### src/rtl/lsu_pkg.sv
// Shared types and constants for the data-side load/store bus master.
// Latency: n/a (declarations only).
// Backpressure: n/a.
package lsu_pkg;

    // Access sequencing: wait for a request, run one bus cycle, retire.
    typedef enum logic [1:0] {
        ST_IDLE = 2'd0,
        ST_BUS  = 2'd1,
        ST_DONE = 2'd2
    } lsu_state_t;

    // Access size as carried in funct3[1:0]; 2'b11 is treated as a word.
    localparam logic [1:0] SIZE_B = 2'b00;
    localparam logic [1:0] SIZE_H = 2'b01;
    localparam logic [1:0] SIZE_W = 2'b10;

    // Cycles allowed in BUS before the access is abandoned.
    localparam int unsigned TIMEOUT_DEFAULT = 255;

endpackage

### src/rtl/lsu_bus_master_if.sv
// Wishbone classic bus between the LSU (master) and the data-side slave.
// Latency: n/a (wires only).
// Backpressure: the slave stretches a cycle by withholding wb_ack_i/wb_err_i.
// Ports: cyc/stb/we/adr/dat_o/sel driven by master; dat_i/ack/err by slave.
interface lsu_bus_master_if;

    logic        wb_cyc_o;
    logic        wb_stb_o;
    logic        wb_we_o;
    logic [31:0] wb_adr_o;
    logic [31:0] wb_dat_o;
    logic [3:0]  wb_sel_o;
    logic [31:0] wb_dat_i;
    logic        wb_ack_i;
    logic        wb_err_i;

    modport master (
        output wb_cyc_o, wb_stb_o, wb_we_o, wb_adr_o, wb_dat_o, wb_sel_o,
        input  wb_dat_i, wb_ack_i, wb_err_i
    );

    modport slave (
        input  wb_cyc_o, wb_stb_o, wb_we_o, wb_adr_o, wb_dat_o, wb_sel_o,
        output wb_dat_i, wb_ack_i, wb_err_i
    );

endinterface

### src/rtl/lsu_align.sv
// Byte-lane steering: byte enables, store replication, load extension, misalignment.
// Latency: purely combinational.
// Backpressure: none; outputs follow inputs.
// Ports: fun3/offset/wdata/rdata_raw in; sel/dat_o/rdata_ext/misaligned out.
module lsu_align
    import lsu_pkg::*;
(
    input  logic [2:0]  fun3,
    input  logic [1:0]  offset,
    input  logic [31:0] wdata,
    input  logic [31:0] rdata_raw,
    output logic [3:0]  sel,
    output logic [31:0] dat_o,
    output logic [31:0] rdata_ext,
    output logic        misaligned
);

    logic [31:0] shifted;

    always_comb begin
        sel        = 4'b1111;
        dat_o      = wdata;
        misaligned = 1'b0;
        rdata_ext  = '0;
        // Move the addressed lane down to bit 0 before extending.
        shifted    = rdata_raw >> {offset, 3'b000};

        case (fun3[1:0])
            SIZE_B: begin
                sel       = 4'b0001 << offset;
                dat_o     = {4{wdata[7:0]}};
                rdata_ext = fun3[2] ? {24'b0, shifted[7:0]}
                                    : {{24{shifted[7]}}, shifted[7:0]};
            end
            SIZE_H: begin
                sel        = 4'b0011 << {offset[1], 1'b0};
                dat_o      = {2{wdata[15:0]}};
                misaligned = offset[0];
                rdata_ext  = fun3[2] ? {16'b0, shifted[15:0]}
                                     : {{16{shifted[15]}}, shifted[15:0]};
            end
            default: begin
                sel        = 4'b1111;
                dat_o      = wdata;
                misaligned = |offset;
                rdata_ext  = rdata_raw;
            end
        endcase
    end

endmodule

### src/rtl/lsu_bus_master.sv
// MEM-stage load/store master: one Wishbone classic cycle per aligned request.
// Latency: request cycle + (1 + wait states) bus cycles + 1 retire cycle.
// Backpressure: holds stall_pipl until the slave terminates or the timeout fires.
// Ports: clk/reset_n; MEM-stage request and load result; stall/exception/error
// flags to the control unit; Wishbone master side through lsu_bus_master_if.
module lsu_bus_master
    import lsu_pkg::*;
#(
    parameter int unsigned TIMEOUT = TIMEOUT_DEFAULT
) (
    input  logic               clk,
    input  logic               reset_n,
    input  logic               mem_read_mem,
    input  logic               mem_write_mem,
    input  logic [2:0]         fun3_mem,
    input  logic [31:0]        addr_mem,
    input  logic [31:0]        wdata_mem,
    output logic [31:0]        rdata_mem,
    output logic               stall_pipl,
    output logic               misaligned_exc,
    output logic               bus_err,
    lsu_bus_master_if.master   wb
);

    localparam logic [7:0] TIMEOUT_CNT = 8'(TIMEOUT);

    lsu_state_t  state, state_nxt;
    logic [7:0]  cnt;
    logic [2:0]  fun3_q;
    logic [1:0]  off_q;

    logic        req;
    logic        start;
    logic        bus_done;
    logic        bus_fail;
    logic [2:0]  align_fun3;
    logic [1:0]  align_off;
    logic [3:0]  align_sel;
    logic [31:0] align_dat;
    logic [31:0] align_rdata;
    logic        align_mis;

    assign req = mem_read_mem | mem_write_mem;

    // One aligner serves both phases: live request fields while idle (lanes,
    // store data, misalignment), the captured fields in BUS (load extension).
    assign align_fun3 = (state == ST_IDLE) ? fun3_mem       : fun3_q;
    assign align_off  = (state == ST_IDLE) ? addr_mem[1:0]  : off_q;

    lsu_align u_align (
        .fun3       (align_fun3),
        .offset     (align_off),
        .wdata      (wdata_mem),
        .rdata_raw  (wb.wb_dat_i),
        .sel        (align_sel),
        .dat_o      (align_dat),
        .rdata_ext  (align_rdata),
        .misaligned (align_mis)
    );

    // Error beats a simultaneous ack; the counter reaching TIMEOUT counts as error.
    assign bus_fail = wb.wb_err_i | (cnt == TIMEOUT_CNT);
    assign bus_done = wb.wb_ack_i | bus_fail;

    always_ff @(posedge clk) begin
        if (!reset_n) begin
            state <= ST_IDLE;
        end else begin
            state <= state_nxt;
        end
    end

    always_comb begin
        state_nxt      = state;
        start          = 1'b0;
        stall_pipl     = 1'b0;
        misaligned_exc = 1'b0;
        case (state)
            ST_IDLE: begin
                misaligned_exc = req & align_mis;
                start          = req & ~align_mis;
                stall_pipl     = start;
                if (start) begin
                    state_nxt = ST_BUS;
                end
            end
            ST_BUS: begin
                stall_pipl = 1'b1;
                if (bus_done) begin
                    state_nxt = ST_DONE;
                end
            end
            // The request still visible here belongs to the retiring instruction.
            ST_DONE: state_nxt = ST_IDLE;
            default: state_nxt = ST_IDLE;
        endcase
    end

    always_ff @(posedge clk) begin
        if (!reset_n) begin
            wb.wb_cyc_o <= 1'b0;
            wb.wb_stb_o <= 1'b0;
            wb.wb_we_o  <= 1'b0;
            wb.wb_adr_o <= '0;
            wb.wb_dat_o <= '0;
            wb.wb_sel_o <= '0;
            rdata_mem   <= '0;
            bus_err     <= 1'b0;
            cnt         <= '0;
            fun3_q      <= '0;
            off_q       <= '0;
        end else begin
            case (state)
                ST_IDLE: begin
                    bus_err <= 1'b0;
                    if (start) begin
                        wb.wb_cyc_o <= 1'b1;
                        wb.wb_stb_o <= 1'b1;
                        wb.wb_we_o  <= mem_write_mem;   // store wins over load
                        wb.wb_adr_o <= {addr_mem[31:2], 2'b00};
                        wb.wb_dat_o <= align_dat;
                        wb.wb_sel_o <= align_sel;
                        fun3_q      <= fun3_mem;
                        off_q       <= addr_mem[1:0];
                        cnt         <= '0;
                    end
                end
                ST_BUS: begin
                    if (bus_done) begin
                        wb.wb_cyc_o <= 1'b0;
                        wb.wb_stb_o <= 1'b0;
                        wb.wb_we_o  <= 1'b0;
                        if (bus_fail) begin
                            rdata_mem <= '0;
                            bus_err   <= 1'b1;
                        end else if (!wb.wb_we_o) begin
                            rdata_mem <= align_rdata;
                        end
                    end else begin
                        cnt <= cnt + 8'd1;
                    end
                end
                default: bus_err <= 1'b0;
            endcase
        end
    end

endmodule

### src/flat_wrapper.sv
// flat-port wrapper written by rule: the top's interface ports become plain ports
module lsu_bus_master_flat import lsu_pkg::*;
#(
    parameter int unsigned TIMEOUT = TIMEOUT_DEFAULT
)
  (clk, reset_n, mem_read_mem, mem_write_mem, fun3_mem, addr_mem, wdata_mem, rdata_mem, stall_pipl, misaligned_exc, bus_err, wb_wb_cyc_o, wb_wb_stb_o, wb_wb_we_o, wb_wb_adr_o, wb_wb_dat_o, wb_wb_sel_o, wb_wb_dat_i, wb_wb_ack_i, wb_wb_err_i);
  lsu_bus_master_if wb_i ();
  input  logic clk;
  input  logic reset_n;
  input  logic mem_read_mem;
  input  logic mem_write_mem;
  input  logic [2:0] fun3_mem;
  input  logic [31:0] addr_mem;
  input  logic [31:0] wdata_mem;
  output logic [31:0] rdata_mem;
  output logic stall_pipl;
  output logic misaligned_exc;
  output logic bus_err;
  output wire logic [$bits(wb_i.wb_cyc_o)-1:0] wb_wb_cyc_o;
  output wire logic [$bits(wb_i.wb_stb_o)-1:0] wb_wb_stb_o;
  output wire logic [$bits(wb_i.wb_we_o)-1:0] wb_wb_we_o;
  output wire logic [$bits(wb_i.wb_adr_o)-1:0] wb_wb_adr_o;
  output wire logic [$bits(wb_i.wb_dat_o)-1:0] wb_wb_dat_o;
  output wire logic [$bits(wb_i.wb_sel_o)-1:0] wb_wb_sel_o;
  input wire logic [$bits(wb_i.wb_dat_i)-1:0] wb_wb_dat_i;
  input wire logic [$bits(wb_i.wb_ack_i)-1:0] wb_wb_ack_i;
  input wire logic [$bits(wb_i.wb_err_i)-1:0] wb_wb_err_i;
  assign wb_wb_cyc_o = wb_i.wb_cyc_o;
  assign wb_wb_stb_o = wb_i.wb_stb_o;
  assign wb_wb_we_o = wb_i.wb_we_o;
  assign wb_wb_adr_o = wb_i.wb_adr_o;
  assign wb_wb_dat_o = wb_i.wb_dat_o;
  assign wb_wb_sel_o = wb_i.wb_sel_o;
  assign wb_i.wb_dat_i = wb_wb_dat_i;
  assign wb_i.wb_ack_i = wb_wb_ack_i;
  assign wb_i.wb_err_i = wb_wb_err_i;
  lsu_bus_master #(.TIMEOUT(TIMEOUT)) u_core (.clk(clk), .reset_n(reset_n), .mem_read_mem(mem_read_mem), .mem_write_mem(mem_write_mem), .fun3_mem(fun3_mem), .addr_mem(addr_mem), .wdata_mem(wdata_mem), .rdata_mem(rdata_mem), .stall_pipl(stall_pipl), .misaligned_exc(misaligned_exc), .bus_err(bus_err), .wb(wb_i));
endmodule
### config.mk
export PLATFORM = sky130hd
export DESIGN_NAME = lsu_bus_master_flat
export DESIGN_NICKNAME = d
export VERILOG_FILES = /design/src/rtl/lsu_pkg.sv /design/src/rtl/lsu_bus_master_if.sv /design/src/rtl/lsu_align.sv /design/src/rtl/lsu_bus_master.sv /design/src/flat_wrapper.sv
export SDC_FILE = /design/constraint.sdc
export NUM_CORES = 1
export LEC_CHECK = 0
export CAP_MARGIN = 10
export CORE_ASPECT_RATIO = 2
export CORE_MARGIN = 1.5
export CORE_UTILIZATION = 47
export CTS_CLUSTER_SIZE = 24
export DETAILED_ROUTE_END_ITERATION = 7
export PLACE_DENSITY = 0.85
export SKIP_LAST_GASP = 1
export SYNTH_ARGS = -nofsm -noshare
export SYNTH_HDL_FRONTEND = slang
export SYNTH_SLANG_ARGS = --single-unit
### constraint.sdc
create_clock -name clk -period 5.9 [get_ports clk]
set_input_delay 1.475 -clock clk [delete_from_list [all_inputs] [get_ports clk]]
set_output_delay 1.475 -clock clk [all_outputs]
set_load 0.01 [all_outputs]
==> results of run 1 <==
==> kinds of logic (layout without fill, tap and decap cells) <==
family	after synthesis	count (layout)
compound gates	224	224
xor+xnor	4	4
fa+ha+maj	1	1
buf+inv	54	249
flops	116	116
mux	4	4
other cells	1	2
simple gates	233	233
==> metal layers <==
| metal | vias to the layer above | wire (um) | global-route usage (%) |
|---|---|---|---|
| li1 | 2649 | - | - |
| met1 | 2614 | 6280 | 29.9 |
| met2 | 273 | 9740 | 55.7 |
| met3 | 77 | 1160 | 7.16 |
| met4 | 0 | 1130 | 18.0 |
| met5 | - | 0 | 0 |
==> cells in the final DEF, fill, tap and decap left out, types with 19 or more instances in the layout <==
master           count
o211a_1             27
nand3_1             29
clkdlybuf4s50_1    207
o21a_1              19
a22o_1              32
a21oi_1             31
a21boi_0            47
dfxtp_1            116
nand2_1            155
==> state kept, by name (all words and copies together), names as in the netlist, 2 cells and up <==
signal	count
u_core.rdata_mem	32
u_core.wb.wb_dat_o	32
u_core.wb.wb_adr_o	30
u_core.cnt	8
u_core.wb.wb_sel_o	4
u_core.fun3_q	3
u_core.off_q	2
u_core.state	2
==> layout make-up <==
cell class,instances,area (um2)
Fill cell,907,3230
Clock inverter,12,106
Multi-Input combinational cell,468,2840
Timing Repair Buffer,217,2140
Clock buffer,20,467
Sequential cell,116,2320
Tap cell,142,178
==> worst max path at each step <==
stage / end / slack, ns / depth (start not counted) / from
3_3_place_gp: stall_pipl / 0.75 / 7 / addr_mem[0]
2_1_floorplan: stall_pipl / 1.57 / 7 / addr_mem[0]
3_5_place_dp: misaligned_exc / 0.67 / 5 / fun3_mem[1]
6_report: misaligned_exc / 0.64 / 5 / fun3_mem[1]
5_1_grt: stall_pipl / 0.52 / 7 / addr_mem[0]
4_1_cts: misaligned_exc / 0.64 / 5 / fun3_mem[1]
==> through the flow <==
step / instances / power (uW) / worst slack, ns
after floorplan: 638 / 1420 / 1.57
after global placement: 942 / 1770 / 0.751
after detailed placement: 942 / 1800 / 0.667
after CTS: 974 / 2780 / 0.645
after global routing: 975 / 2900 / 0.520
final: 975 / 2770 / 0.638
==> where the power goes <==
| group | internal, uW | switching (uW) | total [uW] |
|---|---|---|---|
| sequential | 883 | 62.0 | 945 |
| clock | 609 | 363 | 972 |
| combinational | 395 | 453 | 848 |
| total | 1890 | 878 | 2770 |
==> critical path, cell delays in order <==
cell and delay (ns):
clkdlybuf4s50_1 0.52, nor4bb_1 0.21, a2111oi_0 0.93, nor3_1 0.09, clkdlybuf4s50_1 0.55
==> impl_metrics.csv, run 1 <==
group,metric,value,unit
setup_path,regToRegStartpoint,"u_core.state[1]$_SDFFE_PN0P_",
worst_hold_path,hp-class,"flip-flop to flip-flop",
setup_path,arrival,3.79,ns
final_layout,syn2layout_area_growth,48.7,%
yosys,synth_top_area_cell,"dfxtp_1",
grt,grt_max_degree,98,
die,dieArea,12200,um2
worst_hold_path,min_delay_path_depth,2,
setup_path,path_max_fanout,8,
sta,drv_slew,0,
sta,max_freq,190,MHz
final_layout,finish.utilization,71.4,%
yosys,synth_top_family_by_area,"compound AO/OA/AOI/OAI gates",
die,die_y,155,um
route,drc_errors,6,
yosys,synth_top_flop_cell,"dfxtp_1",
yosys,synth-xor-area-share,0.646,%
route,wl,18300,um
placed_design,gp_congestion,0.957,
route,drtIter0Drc,395,
yosys,synth_edf_count,0,
sta,whs,0.461,ns
yosys,syn_avg_cell_area,8.51,um2
placed_design,portBuffers,208,
sta,fin_crit_sh,89.2,%
sta,fin_crit,5.26,ns
yosys,synth_area,5420,um2
grt,grt_overflow_total,0,
die,start_util,48.0,%
placed_design,placed_cell_area,7480,um2
worst_hold_path,min_to,"u_core.wb.wb_adr_o[6]$_SDFFE_PN0P_",
sta,worst_pin_slew,1.09,ns
grt,first_global_vias,5674,
clock_network,cts_tree,"built",
yosys,yosysSeqAreaShare,42.8,%
yosys,synth.distinct_cells,50,
die,core_region_area,11300,um2
sta,finalHoldViolations,0,
clock_network,post_cts_resize_count,0,
route,antenna_left,0,
die,num_rows,55,
worst_hold_path,hp-start,"u_core.wb.wb_adr_o[6]$_SDFFE_PN0P_",
power,leakage,0.00321,uW
yosys,synthArstFlopShare,0,%
yosys,yosys-top-cells-area,"dfxtp_1 43%, nand2_1 11%, a21boi_0 6.5%",
die,chipWidth,78.9,um
final_layout,drive_above_1_share,6.72,%
status,violations,"design-rule violations",
clock_network,cts_max_level,4,
grt,grt_pass1_wl,28700,um
sta,setup_viol,0,
yosys,synthSimpleGateAreaFrac,18.8,%
route,wire_per_inst,18.8,um
setup_path,crit_required,4.43,ns
setup_path,rr_worst_depth,7,
clock_network,cts-root-buf,"clkbuf_16",
clock_network,cts_buffers,17,
yosys,synth_fa_ha_area_share,0.231,%
power,vdd_drop_max,286,uV
sta,setup_tns,0,ns
setup_path,r2r-end,"u_core.wb.wb_sel_o[1]$_SDFFE_PN0P_",
setup_path,critPathCaptureType,"output pin",
setup_path,cp-start-kind,"primary input",
sta,fin_skew,0.0135,ns
setup_path,r2r_slack,2.71,ns
clock_network,post-cts-setup-buffer-count,0,
route,via_per_inst,5.76,
power,pwr_density_cell,343,nW/um2
final_layout,layout.nets,926,
clock_network,clockBufferDepth,2,
sta,rsz0062_at_grt,"false",
die,ioPinCount,211,
placed_design,dpl.hpwl,13300,um
route,drt_first_pass_iters,8,
final_layout,insertedDiodeCount,0,
final_layout,fin_area,8060,um2
grt,antenna_found_initial,0,
setup_path,crit_type,"primary input to output pin",
yosys,synthMuxAreaShare,0.785,%
clock_network,holdBufCountCts,0,
clock_network,worstSkewPairLatency,0.41,ns
yosys,yosysWarnings,0,
status,outcome,"finished, violations left",
yosys,synth_common_cells,"155 x nand2_1, 116 x dfxtp_1, 47 x a21boi_0",
yosys,synth_top_area_share,42.8,%
route,vias,5613,
grt,grt_use_total,30.3,%
clock_network,cts_num_sinks,116,
clock_network,clkSlewWorstSetupHoldPaths,0.05,ns
yosys,synth_seq_cells,116,
yosys,synthCells,637,
sta,relSlewSlack,25.8,%
yosys,synth_compound_area_share,31.6,%
flow_run,drv_cap,0,
yosys,yosysMostFrequentCell,"nand2_1",
No activity file was read; power rests on OpenSTA's default activity.
==> run 2: changes to the inputs <==
--- a/config.mk
+++ b/config.mk
@@ -5,14 +5,12 @@
 export SDC_FILE = /design/constraint.sdc
 export NUM_CORES = 1
 export LEC_CHECK = 0
-export CAP_MARGIN = 10
 export CORE_ASPECT_RATIO = 2
 export CORE_MARGIN = 1.5
 export CORE_UTILIZATION = 47
 export CTS_CLUSTER_SIZE = 24
 export DETAILED_ROUTE_END_ITERATION = 7
 export PLACE_DENSITY = 0.85
-export SKIP_LAST_GASP = 1
 export SYNTH_ARGS = -nofsm -noshare
 export SYNTH_HDL_FRONTEND = slang
 export SYNTH_SLANG_ARGS = --single-unit
==> impl_metrics.csv, run 2 (synthesis results as in run 1) <==
group,metric,value,unit
final_layout,insertedDiodeCount,0,
grt,first_global_vias,5674,
sta,max_freq,190,MHz
setup_path,cp.depth,5,
clock_network,cts_num_sinks,116,
setup_path,regToRegStartpoint,"u_core.state[1]$_SDFFE_PN0P_",
sta,drv_slew,0,
setup_path,critPathCaptureType,"output pin",
setup_path,crit_required,4.43,ns
power,power,2770,uW
route,drc_errors,0,
clock_network,cts_max_level,4,
die,num_rows,55,
setup_path,critical-path-max-stage-delay,0.93,ns
sta,fin_ws,0.638,ns
sta,fin_crit_sh,89.2,%
clock_network,holdBufCountCts,0,
sta,fin_crit,5.26,ns
grt,grt_max_degree,98,
die,dieArea,12200,um2
sta,worst_pin_slew,1.19,ns
power,leakage,0.00321,uW
final_layout,drive_above_1_share,6.61,%
grt,grt_overflow_total,0,
final_layout,layout.nets,925,
final_layout,instances_no_fill,974,
die,chipWidth,78.9,um
route,via_per_inst,5.79,
sta,finalHoldViolations,0,
die,ioPinCount,211,
sta,setup_tns,0,ns
setup_path,cp-start-kind,"primary input",
setup_path,slowest_stage,"a2111oi_0",
grt,groute.layer.met2.usage,55.7,%
sta,setup_viol,0,
final_layout,n_fill_cell,905,
grt,grtUsageMet1,29.9,%
die,core_region_area,11300,um2
setup_path,crit_family,"buffers and inverters",
clock_network,cts_tree,"built",
power,vdd_drop_max,279,uV
grt,grt_use_total,30.3,%
final_layout,syn2layout_area_growth,48.6,%
clock_network,clockBufferDepth,2,
route,antenna_left,0,
route,drt_first_pass_iters,6,
power,internal-power,1890,uW
setup_path,startpoint,"fun3_mem[1]",
power,switching_share,31.8,%
sta,rsz0062_at_grt,"false",
grt,grt_pass1_wl,28700,um
power,pwr_density_cell,343,nW/um2
placed_design,portBuffers,208,
setup_path,arrival,3.79,ns
sta,fin_skew,0.0140,ns
setup_path,crit_path_frequent_cell,"clkdlybuf4s50_1",
power,power.share.clock,35.2,%
setup_path,path_buf_inv,2,
clock_network,post-cts-setup-buffer-count,0,
placed_design,dpl.cell_count,942,
worst_hold_path,hp-class,"flip-flop to flip-flop",
placed_design,dp_slack,0.667,ns
die,start_util,48.0,%
clock_network,cts-root-buf,"clkbuf_16",
setup_path,r2r-end,"u_core.wb.wb_sel_o[1]$_SDFFE_PN0P_",
power,switching_power,880,uW
route,vias,5640,
setup_path,r2r_slack,2.71,ns
route,wire_per_inst,18.8,um
placed_design,dpl.hpwl,13300,um
route,wl,18300,um
setup_path,path_max_fanout,8,
status,outcome,"complete, no violations",
die,die_y,155,um
placed_design,gp_congestion,0.957,
clock_network,post_cts_resize_count,0,
final_layout,layout.cells.most_common,"clkdlybuf4s50_1",
grt,grt.busiest_layer,"met2",
final_layout,largestRegisters,"u_core.rdata_mem x32, u_core.wb.wb_dat_o x32, u_core.wb.wb_adr_o x30",
flow_run,drv_cap,0,
clock_network,worstSkewPairLatency,0.41,ns
sta,relSlewSlack,20.2,%
setup_path,rr_worst_depth,7,
route,drtIter0Drc,348,
power,pwr-share-seq,34.2,%
clock_network,clkSlewWorstSetupHoldPaths,0.05,ns
grt,antenna_found_initial,0,
clock_network,cts_buffers,17,
final_layout,final_cell_mix,"207 x clkdlybuf4s50_1, 155 x nand2_1, 116 x dfxtp_1",
setup_path,crit_type,"primary input to output pin",
grt,use_met3,7.16,%
setup_path,crit_chain,"clkdlybuf4s50_1 > nor4bb_1 > a2111oi_0 > nor3_1 > clkdlybuf4s50_1",
setup_path,endpoint,"misaligned_exc",
power,combPwrFrac,30.6,%
[run 2: cell count changes in the layout (fill, tap and decap cells not counted)]
cell   delta
buf_2     -1
[run 2: worst min path at each step]
stage	from	to	slack, ns	cells after the start
3_5_place_dp	u_core.wb.wb_adr_o[6]$_SDFFE_PN0P_	u_core.wb.wb_adr_o[6]$_SDFFE_PN0P_	0.46	2
2_1_floorplan	u_core.fun3_q[2]$_SDFFE_PN0P_	u_core.fun3_q[2]$_SDFFE_PN0P_	0.46	2
4_1_cts	u_core.wb.wb_adr_o[6]$_SDFFE_PN0P_	u_core.wb.wb_adr_o[6]$_SDFFE_PN0P_	0.46	2
5_1_grt	u_core.wb.wb_adr_o[6]$_SDFFE_PN0P_	u_core.wb.wb_adr_o[6]$_SDFFE_PN0P_	0.48	2
6_report	u_core.wb.wb_adr_o[6]$_SDFFE_PN0P_	u_core.wb.wb_adr_o[6]$_SDFFE_PN0P_	0.46	2
3_3_place_gp	u_core.wb.wb_adr_o[27]$_SDFFE_PN0P_	u_core.wb.wb_adr_o[27]$_SDFFE_PN0P_	0.45	2
[run 2: power groups by stage]
stage	combinational (uW)	sequential (uW)	clock (uW)
after global routing	919	956	1020
after CTS	844	945	988
after global placement	819	955	0
after floorplan	433	989	0
after detailed placement	838	960	0
final	847	945	974
[run 2: area by class of cell]
type                    count  area [um2]  share of cell area (%)
multi-input cells         468        2840                    35.3
well taps                 142         178                    2.21
repair buffers            216        2140                    26.5
clock buffers              20         467                    5.79
flip-flops and latches    116        2320                    28.8
clock inverters            12         106                    1.32
[run 2: metrics by stage]
| step | cell area (um2) | hold WS [ns] | utilization (%) |
|---|---|---|---|
| detailed placement | 7480 | 0.457 | 66.3 |
| global placement | 7480 | 0.451 | 66.3 |
| finish | 8050 | 0.461 | 71.4 |
| global route | 8050 | 0.481 | 71.4 |
| CTS | 8050 | 0.464 | 71.4 |
| floorplan | 5420 | 0.457 | - |
[run 2: metal layers]
layer,up-vias,share of wire (%)
met5,-,0
met3,73,6.5
met1,2623,34
met4,0,5.6
li1,2649,-
met2,295,54
[run 2: worst reg2reg max path, cell delays in order (launching register included)]
cell,delay (ns)
dfxtp_1,0.57
nor2_2,0.22
a21o_1,0.41
or3_1,0.51
a21oi_4,0.17
buf_4,0.69
o211ai_1,0.31
o211a_1,0.19
==> run 3: changes to the inputs <==
--- a/config.mk
+++ b/config.mk
@@ -5,12 +5,12 @@
 export SDC_FILE = /design/constraint.sdc
 export NUM_CORES = 1
 export LEC_CHECK = 0
-export CORE_ASPECT_RATIO = 2
 export CORE_MARGIN = 1.5
-export CORE_UTILIZATION = 47
+export CORE_UTILIZATION = 49
 export CTS_CLUSTER_SIZE = 24
 export DETAILED_ROUTE_END_ITERATION = 7
-export PLACE_DENSITY = 0.85
+export PLACE_DENSITY = 0.87
 export SYNTH_ARGS = -nofsm -noshare
 export SYNTH_HDL_FRONTEND = slang
+export SYNTH_HIERARCHICAL = 1
 export SYNTH_SLANG_ARGS = --single-unit
==> impl_metrics.csv, run 3 <==
group,metric,value,unit
status,outcome,"complete, no violations",
yosys,synth_seq_cells,116,
yosys,yosys-top-cells-area,"dfxtp_1 40%, nand2_1 12%, a21oi_1 10%",
grt,grt_overflow_total,0,
setup_path,crit_chain,"clkdlybuf4s50_1 > mux2_2 > nor2_1 > nor2_1 > and3b_1 > clkdlybuf4s50_1",
route,drt_first_pass_iters,5,
route,via_per_inst,5.51,
clock_network,holdBufCountCts,0,
yosys,synth_common_cells,"180 x nand2_1, 118 x a21oi_1, 116 x dfxtp_1",
yosys,synth_top_family_by_area,"compound AO/OA/AOI/OAI gates",
final_layout,insertedDiodeCount,0,
clock_network,cts_max_level,4,
clock_network,clockBufferDepth,2,
yosys,synthCells,749,
placed_design,portBuffers,208,
yosys,synth.distinct_cells,52,
clock_network,cts_tree,"built",
yosys,synthSimpleGateAreaFrac,20.9,%
setup_path,crit_required,4.43,ns
die,die_y,111,um
setup_path,cp.depth,6,
grt,first_global_vias,5625,
power,leakage,0.00307,uW
yosys,yosysSeqAreaShare,40.4,%
setup_path,arrival,3.80,ns
setup_path,critPathCaptureType,"output pin",
final_layout,syn2layout_area_growth,45.5,%
die,chipWidth,111,um
worst_hold_path,min_delay_path_depth,2,
power,vdd_drop_max,275,uV
yosys,synth_top_area_cell,"dfxtp_1",
final_layout,instances_no_fill,1069,
placed_design,dpl.cell_count,1037,
yosys,synth-xor-area-share,0,%
clock_network,cts-root-buf,"clkbuf_16",
die,num_rows,39,
yosys,yosysMostFrequentCell,"nand2_1",
yosys,synth_area,5750,um2
yosys,synth_top_flop_cell,"dfxtp_1",
die,start_util,50.4,%
sta,drv_slew,0,
setup_path,slowest_stage,"mux2_2",
setup_path,cp-start-kind,"primary input",
route,vias,5890,
setup_path,path_buf_inv,2,
worst_hold_path,hp-class,"flip-flop to flip-flop",
power,pwr_density_cell,344,nW/um2
setup_path,rr_worst_depth,8,
sta,setup_viol,0,
placed_design,dpl.hpwl,11600,um
clock_network,clkSlewWorstSetupHoldPaths,0.05,ns
final_layout,layout.cells.most_common,"clkdlybuf4s50_1",
sta,setup_tns,0,ns
sta,fin_skew,0.00772,ns
setup_path,crit_type,"primary input to output pin",
flow_run,drv_cap,0,
sta,worst_pin_slew,1.20,ns
yosys,syn_avg_cell_area,7.68,um2
route,drc_errors,0,
setup_path,path_max_fanout,28,
grt,grt_pass1_wl,27800,um
worst_hold_path,hp-start,"u_core/wb.wb_dat_o[31]$_SDFFE_PN0P_",
placed_design,gp_congestion,0.901,
yosys,synth_compound_area_share,22.6,%
grt,grt_max_degree,78,
route,drtIter0Drc,421,
grt,grt_use_total,27.6,%
clock_network,cts_buffers,17,
setup_path,critical-path-max-stage-delay,0.58,ns
die,core_region_area,11400,um2
final_layout,final_cell_mix,"208 x clkdlybuf4s50_1, 180 x nand2_1, 117 x a21oi_1",
sta,fin_crit,5.28,ns
route,antenna_left,0,
clock_network,post-cts-setup-buffer-count,0,
setup_path,crit_family,"buffers and inverters",
sta,fin_crit_sh,89.5,%
route,wire_per_inst,16.1,um
yosys,yosysWarnings,6,
sta,rsz0062_at_grt,"false",
sta,max_freq,189,MHz
clock_network,post_cts_resize_count,0,
yosys,synthArstFlopShare,0,%
final_layout,largestRegisters,"u_core/rdata_mem x32, u_core/wb.wb_dat_o x32, u_core/wb.wb_adr_o x30",
yosys,synthMuxAreaShare,8.79,%
yosys,synth_edf_count,0,
clock_network,worstSkewPairLatency,0.41,ns
yosys,synth_fa_ha_area_share,0.217,%
setup_path,regToRegStartpoint,"u_core/state[0]$_SDFFE_PN0P_",
grt,antenna_found_initial,0,
sta,relSlewSlack,20.0,%
route,wl,17200,um
yosys,synth_top_area_share,40.4,%
die,ioPinCount,211,
sta,finalHoldViolations,0,
final_layout,drive_above_1_share,9.61,%
final_layout,layout.nets,1019,
clock_network,cts_num_sinks,116,
die,dieArea,12400,um2
setup_path,startpoint,"addr_mem[0]",
## run 3: tightest hold or removal path, stage by stage (launching register included)
cell and delay (ns):
dfxtp_1 0.30, nand2_1 0.05, a21oi_1 0.05
## run 3: cell families (layout without fill, tap and decap cells)
group / Yosys count / count (layout)
and+or+nand+nor: 275 / 275
AOI/OAI and AO/OA: 223 / 223
DFF: 116 / 116
buffers and inverters: 86 / 262
muxes: 47 / 47
adders and majority gates: 1 / 1
other: 1 / 2
## run 3: layout make-up
| type | instances | area (um2) |
|---|---|---|
| Clock buffer | 22 | 474 |
| Tap cell | 143 | 179 |
| Timing Repair Buffer | 217 | 2150 |
| Multi-Input combinational cell | 548 | 3040 |
| Fill cell | 900 | 3050 |
| Clock inverter | 10 | 153 |
| Inverter | 13 | 50.0 |
| Sequential cell | 116 | 2320 |
## run 3: through the flow
step           hold slack, ns  total power, uW  area (um2)  utilization [%]  worst slack [ns]
3_5_place_dp            0.443             1800        7740             67.8             0.674
6_report                0.453             2880        8370             73.3             0.620
4_1_cts                 0.453             2890        8370             73.3             0.664
2_1_floorplan           0.434             1460        5760                -              1.70
3_3_place_gp            0.438             1780        7740             67.8             0.739
5_1_grt                 0.471             3020        8370             73.3             0.551
## run 3: where the power goes
part | switching [uW] | leakage (uW) | total [uW] | internal [uW]
Clock | 347 | 0.000310 | 1080 | 735
Combinational | 472 | 0.00181 | 873 | 401
Sequential | 47.2 | 0.000947 | 921 | 873
## run 3: path summary, 6_finish.rpt
path / endpoint / slack (ns)
max: misaligned_exc / 0.62
min: u_core/wb.wb_dat_o[31]$_SDFFE_PN0P_ / 0.45
max reg2reg: u_core/wb.wb_adr_o[14]$_SDFFE_PN0P_ / 2.14
min reg2reg: u_core/wb.wb_dat_o[31]$_SDFFE_PN0P_ / 0.45
## run 3: layer usage
metal / up-vias / track usage [%] / routed length [um]
met5: - / 0 / 0
met4: 0 / 11.3 / 484
met3: 38 / 9.96 / 1360
met2: 235 / 44.1 / 8230
met1: 2705 / 33.8 / 7110
li1: 2912 / - / -
